**src/rtl/s9234_n311_bist_tpg.sv**
```systemverilog
// BIST source and compactor for the s9234 n311 cone: a 23-bit Fibonacci LFSR
// drives the cone inputs and a 16-bit serial signature folds the n311 response.
module s9234_n311_bist_tpg #(
   parameter int unsigned N_PAT    = 1024,
   parameter logic [22:0] SEED_RST = 23'h000001,
   parameter logic [15:0] SIG_POLY = 16'h1021
) (
   input  logic        CK,
   input  logic        reset,
   input  logic        start,
   input  logic        abort,
   input  logic        seed_load,
   input  logic [22:0] seed_in,
   output logic [22:0] pat,
   output logic        pat_valid,
   input  logic        resp_in,
   output logic        busy,
   output logic        done,
   output logic [15:0] sig
);

   typedef enum logic [1:0] {IDLE, RUN, DONE} state_t;

   localparam logic [15:0] LAST_CNT = 16'(N_PAT - 1);

   state_t      state_q;
   logic [22:0] seed_q;
   logic [22:0] seed_d;
   logic [22:0] lfsr_q;
   logic [22:0] lfsr_d;
   logic [15:0] sig_q;
   logic [15:0] sig_d;
   logic [15:0] count_q;
   logic        pv_q;
   logic        busy_q;
   logic        done_q;

   // An all-zero LFSR state would never leave zero, so zero maps to 1.
   function automatic logic [22:0] nz_seed(input logic [22:0] s);
      return (s == 23'h000000) ? 23'h000001 : s;
   endfunction

   function automatic logic [22:0] lfsr_step(input logic [22:0] l);
      return {l[21:0], l[22] ^ l[17]};
   endfunction

   function automatic logic [15:0] sig_step(input logic [15:0] s, input logic r);
      return {s[14:0], 1'b0} ^ ((s[15] ^ r) ? SIG_POLY : 16'h0000);
   endfunction

   always_comb begin
      lfsr_d = lfsr_step(lfsr_q);
      sig_d  = sig_step(sig_q, resp_in);
      seed_d = seed_load ? nz_seed(seed_in) : seed_q;
   end

   always_ff @(posedge CK) begin
      if (reset) begin
         state_q <= IDLE;
         seed_q  <= nz_seed(SEED_RST);
         lfsr_q  <= nz_seed(SEED_RST);
         sig_q   <= 16'h0000;
         count_q <= 16'h0000;
         pv_q    <= 1'b0;
         busy_q  <= 1'b0;
         done_q  <= 1'b0;
      end else begin
         unique case (state_q)
            IDLE, DONE: begin
               seed_q <= seed_d;
               if (start) begin
                  // seed_d already carries a same-cycle seed_load
                  lfsr_q  <= seed_d;
                  sig_q   <= 16'h0000;
                  count_q <= 16'h0000;
                  state_q <= RUN;
                  pv_q    <= 1'b1;
                  busy_q  <= 1'b1;
                  done_q  <= 1'b0;
               end
            end
            RUN: begin
               if (abort) begin
                  state_q <= IDLE;
                  pv_q    <= 1'b0;
                  busy_q  <= 1'b0;
                  done_q  <= 1'b0;
               end else begin
                  lfsr_q  <= lfsr_d;
                  sig_q   <= sig_d;
                  count_q <= count_q + 16'd1;
                  if (count_q == LAST_CNT) begin
                     state_q <= DONE;
                     pv_q    <= 1'b0;
                     busy_q  <= 1'b0;
                     done_q  <= 1'b1;
                  end
               end
            end
            default: begin
               state_q <= IDLE;
               pv_q    <= 1'b0;
               busy_q  <= 1'b0;
               done_q  <= 1'b0;
            end
         endcase
      end
   end

   assign pat       = lfsr_q;
   assign pat_valid = pv_q;
   assign busy      = busy_q;
   assign done      = done_q;
   assign sig       = sig_q;

endmodule

```
**config.mk**
```make
export PLATFORM = sky130hd
export DESIGN_NAME = s9234_n311_bist_tpg
export DESIGN_NICKNAME = d
export VERILOG_FILES = /design/src/rtl/s9234_n311_bist_tpg.sv
export SDC_FILE = /design/constraint.sdc
export NUM_CORES = 1
export LEC_CHECK = 0
export BUFFER_PORTS_ARGS = -buffer_cell sky130_fd_sc_hd__clkbuf_2
export CAP_MARGIN = 15
export CORE_MARGIN = 2
export CORE_UTILIZATION = 30
export DETAILED_ROUTE_END_ITERATION = 10
export PLACE_DENSITY = 0.52
export SETUP_SLACK_MARGIN = 0.1
export SYNTH_ARGS = -nofsm -noshare
export SYNTH_HDL_FRONTEND = slang
export SYNTH_SLANG_ARGS = --single-unit
export TNS_END_PERCENT = 5
```
**constraint.sdc**
```tcl
create_clock -name CK -period 2.3 [get_ports CK]
set_input_delay 0.575 -clock CK [delete_from_list [all_inputs] [get_ports CK]]
set_output_delay 0.575 -clock CK [all_outputs]
set_load 0.02 [all_outputs]
```
Word level (Yosys, flattened, before mapping) --
Index checks and enable logic that the tools add are counted.
Storage, ports and cells: flip-flop bits (word level) 82, input port bits 29, output and inout port bits 42
Cells by class: mux-type cells 23, bitwise gates (word level) 3, equal/unequal tests 6, reduce and logical (&&, ||, !) cells 6, $add $sub $neg 1
Operator list (count):
- two-way mux 23 bit | 4
- one-hot mux 16 bit (2 select lines) | 2
- two-way mux 16 bit | 3
- one-hot mux 23 bit (2 select lines) | 1
- logical NOT 23 bit | 1
- adder 16 x 1 -> 16 bit (second input constant) | 1
- equality test 16 x 10 -> 1 bit (second input constant) | 1
- XOR 16 x 13 -> 16 bit | 1
- two-way mux 13 bit | 1
- two-way mux 1 bit | 6
- two-way mux 2 bit | 3
- != test 2 bit (second input constant) | 2
- one-hot mux 1 bit (2 select lines) | 2
- one-hot mux 2 bit (2 select lines) | 1
- != test 3 bit (second input constant) | 1
- AND reduction 3 bit | 1
- equality test 2 x 1 -> 1 bit (second input constant) | 1
- equality test 2 bit (second input constant) | 1
- logical NOT 2 bit | 1
- AND reduction 2 bit | 1
- nonzero test 2 bit | 1
- OR reduction 2 bit | 1
- XOR 1 bit | 2

Longest topological paths before layout --
depth after elaboration 5, gate-level depth with buffers 6

Least setup slack after synthesis --
Ideal clock, no wire load.
path type input port to flip-flop, from input port abort, to register count_q[15], arrival time 1.894 ns, data required time 2.230 ns, path slack 0.336 ns, cell stages on the path 5, cell sequence or3b_1 -> buf_2 -> a211o_1 -> or4_1 -> a21oi_1
Between the ends: word-level cells in the longest chain between the ends 2
RTL lines:
- start: declaration | RTL line 11 | input logic abort,
- != test 2 bit (no line)
- AND reduction 3 bit (no line)
- end signal: assignment | RTL line 91 | count_q <= count_q + 16'd1;
- end: declaration | RTL line 33 | logic [15:0] count_q;
No other way between the ends. A chain may end at the register's enable or synchronous reset.

Final worst setup path --
from register state_q[0], to register count_q[15]
Between the ends: word-level cells in the longest chain between the ends 4
RTL lines:
- start: declaration | RTL line 26 | state_t state_q;
- start signal: assignment | RTL line 59 | state_q <= IDLE;
- start signal: assignment | RTL line 76 | state_q <= RUN;
- start signal: assignment | RTL line 84 | state_q <= IDLE;
- equality test 2 bit / logical NOT 2 bit (equally long branches) | RTL line 68 | unique case (state_q)
- OR reduction 2 bit | RTL line 68
- != test 2 bit (no line) / nonzero test 2 bit (equally long branches)
- AND reduction 3 bit (no line)
Parallel ways exist; a longest one is shown, timed or not.

==> impl_metrics.ini <==
[sta]
slew_headroom_pct = 61.92
tns_ps = 0
max_freq_mhz = 540.7
slew_violations = 0
fin_crit_sh_pct = 80.40
hold_violations = 0
fin_skew_ps = 6.156
hold_ws_ps = 472.8
setup_viol = 0
min_period_ps = 1849
worst_pin_slew_ps = 566.0
rsz0062_at_grt = no

[hold_path]
holdPathStages = 2
holdCritPathClass = reg -> reg
hold_path.startpoint = pat[15]
whs_endpoint = pat[15]

[critical_path]
rr_worst_depth = 4
startpoint_type = flip-flop
r2r_slack_ps = 450
critical_path_required_ps = 2560
r2r_end = count_q[15]
r2r_start = state_q[0]
critPathCaptureType = flip-flop
cp.arrival_ps = 2110
cp_max_fo = 10
crit_type = reg -> reg

[synthesis]
post-synth-top-count-cell = dfxtp_1
synth_common_cells = dfxtp_1, nor2_1, a21oi_1
syn_area_sq_um = 3513
seq_area_frac_synth_pct = 46.15
synth_area_per_cell_sq_um = 8.133
synth_warnings = 0
ys_async_sr_fraction_pct = 0
synth_edf_count = 0
synthFlopType = dfxtp_1
synth_top_area_cell = dfxtp_1
yosys-top-cells-area = dfxtp_1, a21oi_1, nor2_1, mux2i_1, nand2_1
syn-instance-count = 432
synth_seq_cells = 81
synthesis.nets = 462
synth.top_cell.area_share_pct = 46.15
synthDistinctLibCells = 40

[grt]
gr-usage-met1_pct = 19.76
antenna_found_initial = 0
use_met2_pct = 23.57
use_met3_pct = 6.048
grt_busiest_layer = met2
grt_pass1_wl_um = 15360
grtUsageTotal_pct = 15.13
grt_max_degree = 51
grt_pass1_vias = 3037
overflow = 0

[drt]
via_count = 3246
ant_nets = 0
drcViolationCount = 0
drtIter0Drc = 157
drt-total-wl_um = 9097
dr.pass1.iters = 5
wl_per_cell_um = 14.15
via_per_inst = 5.048

[placed_design]
hpwl_um = 6281
gp_congestion = 0.7326
port_buffers = 70
placed_cells = 627

[run_status]
status = finished clean

[power]
power.leakage_nw = 1.780
swShare_pct = 24.81
clockPowerShare_pct = 44.5
p_int_mw = 2.635
seqPwrFrac_pct = 43.2
power.share.combinational_pct = 12.3
power.density_nw_per_um2 = 801.8
fin_total_pwr_mw = 3.505
switching_power_mw = 0.8698
ir_drop_mv = 0.4321

[die]
start_util_pct = 30.77
die_width_um = 112.2
die_y_um = 112.2
io_pins = 71
die-area_sq_um = 12590
core-area_sq_um = 11420
row_count = 39

[clock_network]
htreeDepth = 3
path_clk_slew_ps = 60
ctsHoldBuffers = 0
cts_buffers = 9
root_buffer = clkbuf_16
cts_tree = yes
post_cts_buffers = 0
ctsResizeCount = 0
clock_latency_ps = 340
clock-sinks = 81
clockBufferDepth = 2

[flow_run]
cap_violations = 0

[final_layout]
diodes = 0
layout-drive-gt1-share_pct = 20.20
fin_cells = 643
area_growth_syn_to_layout_pct = 24.43
nets = 525
n_fill_cell = 1216
## per-stage QoR
| step | setup WS, ps | util, % | cell area, sq um |
|---|---|---|---|
| detailed placement | 244.9 | 35.45 | 4048 |
| CTS | 480.3 | 38.29 | 4372 |
| finish | 450.7 | 38.29 | 4372 |
| global route | 349.7 | 38.29 | 4372 |
| global placement | 277.4 | 35.45 | 4048 |
| floorplan | 335.7 | - | 3513 |
## flip-flops by register name, summed over array words and instances, names as in the netlist
signal and count:
count_q 16, pat 23, busy 1, done 1, state_q 1, seed_q 23
sig 16
## cell usage in the layout, fill, tap and decap left out, types with 5 or more instances in the layout
cell,count
a21oi_1,63
clkbuf_2,70
or3_1,7
clkbuf_16,9
o21ai_0,9
dfxtp_1,81
a221oi_1,8
mux2i_1,22
nor2_1,74
nand3_1,19
buf_4,12
xor2_1,6
o211ai_1,15
nand2_1,47
nor4_1,5
## critical path: stages (launching register included)
cell and delay [ps]:
dfxtp_1 430, or3b_1 410, a211o_1 380, or4_1 420, a21oi_1 140
## worst max path at each step
stage / from / endpoint / cells past startpoint
after floorplan: abort / count_q[15] / 5
after global placement: abort / count_q[15] / 5
after detailed placement: abort / count_q[15] / 5
after CTS: state_q[0] / count_q[15] / 4
after global routing: state_q[0] / sig[9] / 5
final: state_q[0] / count_q[15] / 4
## routing by layer
layer | share of wire [%] | wire [um]
met5 | 0 | 0
met4 | 1.0 | 91
met3 | 5.2 | 476
met2 | 47 | 4237
met1 | 47 | 4292
## final cells by class
cell class	instances	area, sq um	area share, %
clock buffer	14	264.0	6.039
sequential	81	1622	37.09
inverter	2	7.507	0.1717
multi-input combinational	317	1759	40.24
clock inverter	2	60.06	1.374
tap	143	178.9	4.093
timing repair buffer	84	480.5	10.99
## power by group through the flow
stage | clock network (mW) | registers (mW) | logic (mW)
floorplan | 0 | 1.57 | 0.247
global placement | 0 | 1.54 | 0.429
detailed placement | 0 | 1.55 | 0.434
CTS | 1.61 | 1.51 | 0.437
global route | 1.66 | 1.52 | 0.483
finish | 1.56 | 1.51 | 0.430
## kinds of logic (layout without fill, tap and decap cells)
family	after synthesis	after routing	share of synthesized area, %
adder cells (fa/ha/maj)	1	1	0.3561
multiplexers	22	22	6.268
buffers and inverters	34	102	3.846
XOR/XNOR	10	10	2.493
flip-flops	81	81	46.15
AND/OR/NAND/NOR	176	176	22.51
AO/OA/AOI/OAI	108	108	18.38
(Power assumes the default switching activity.)
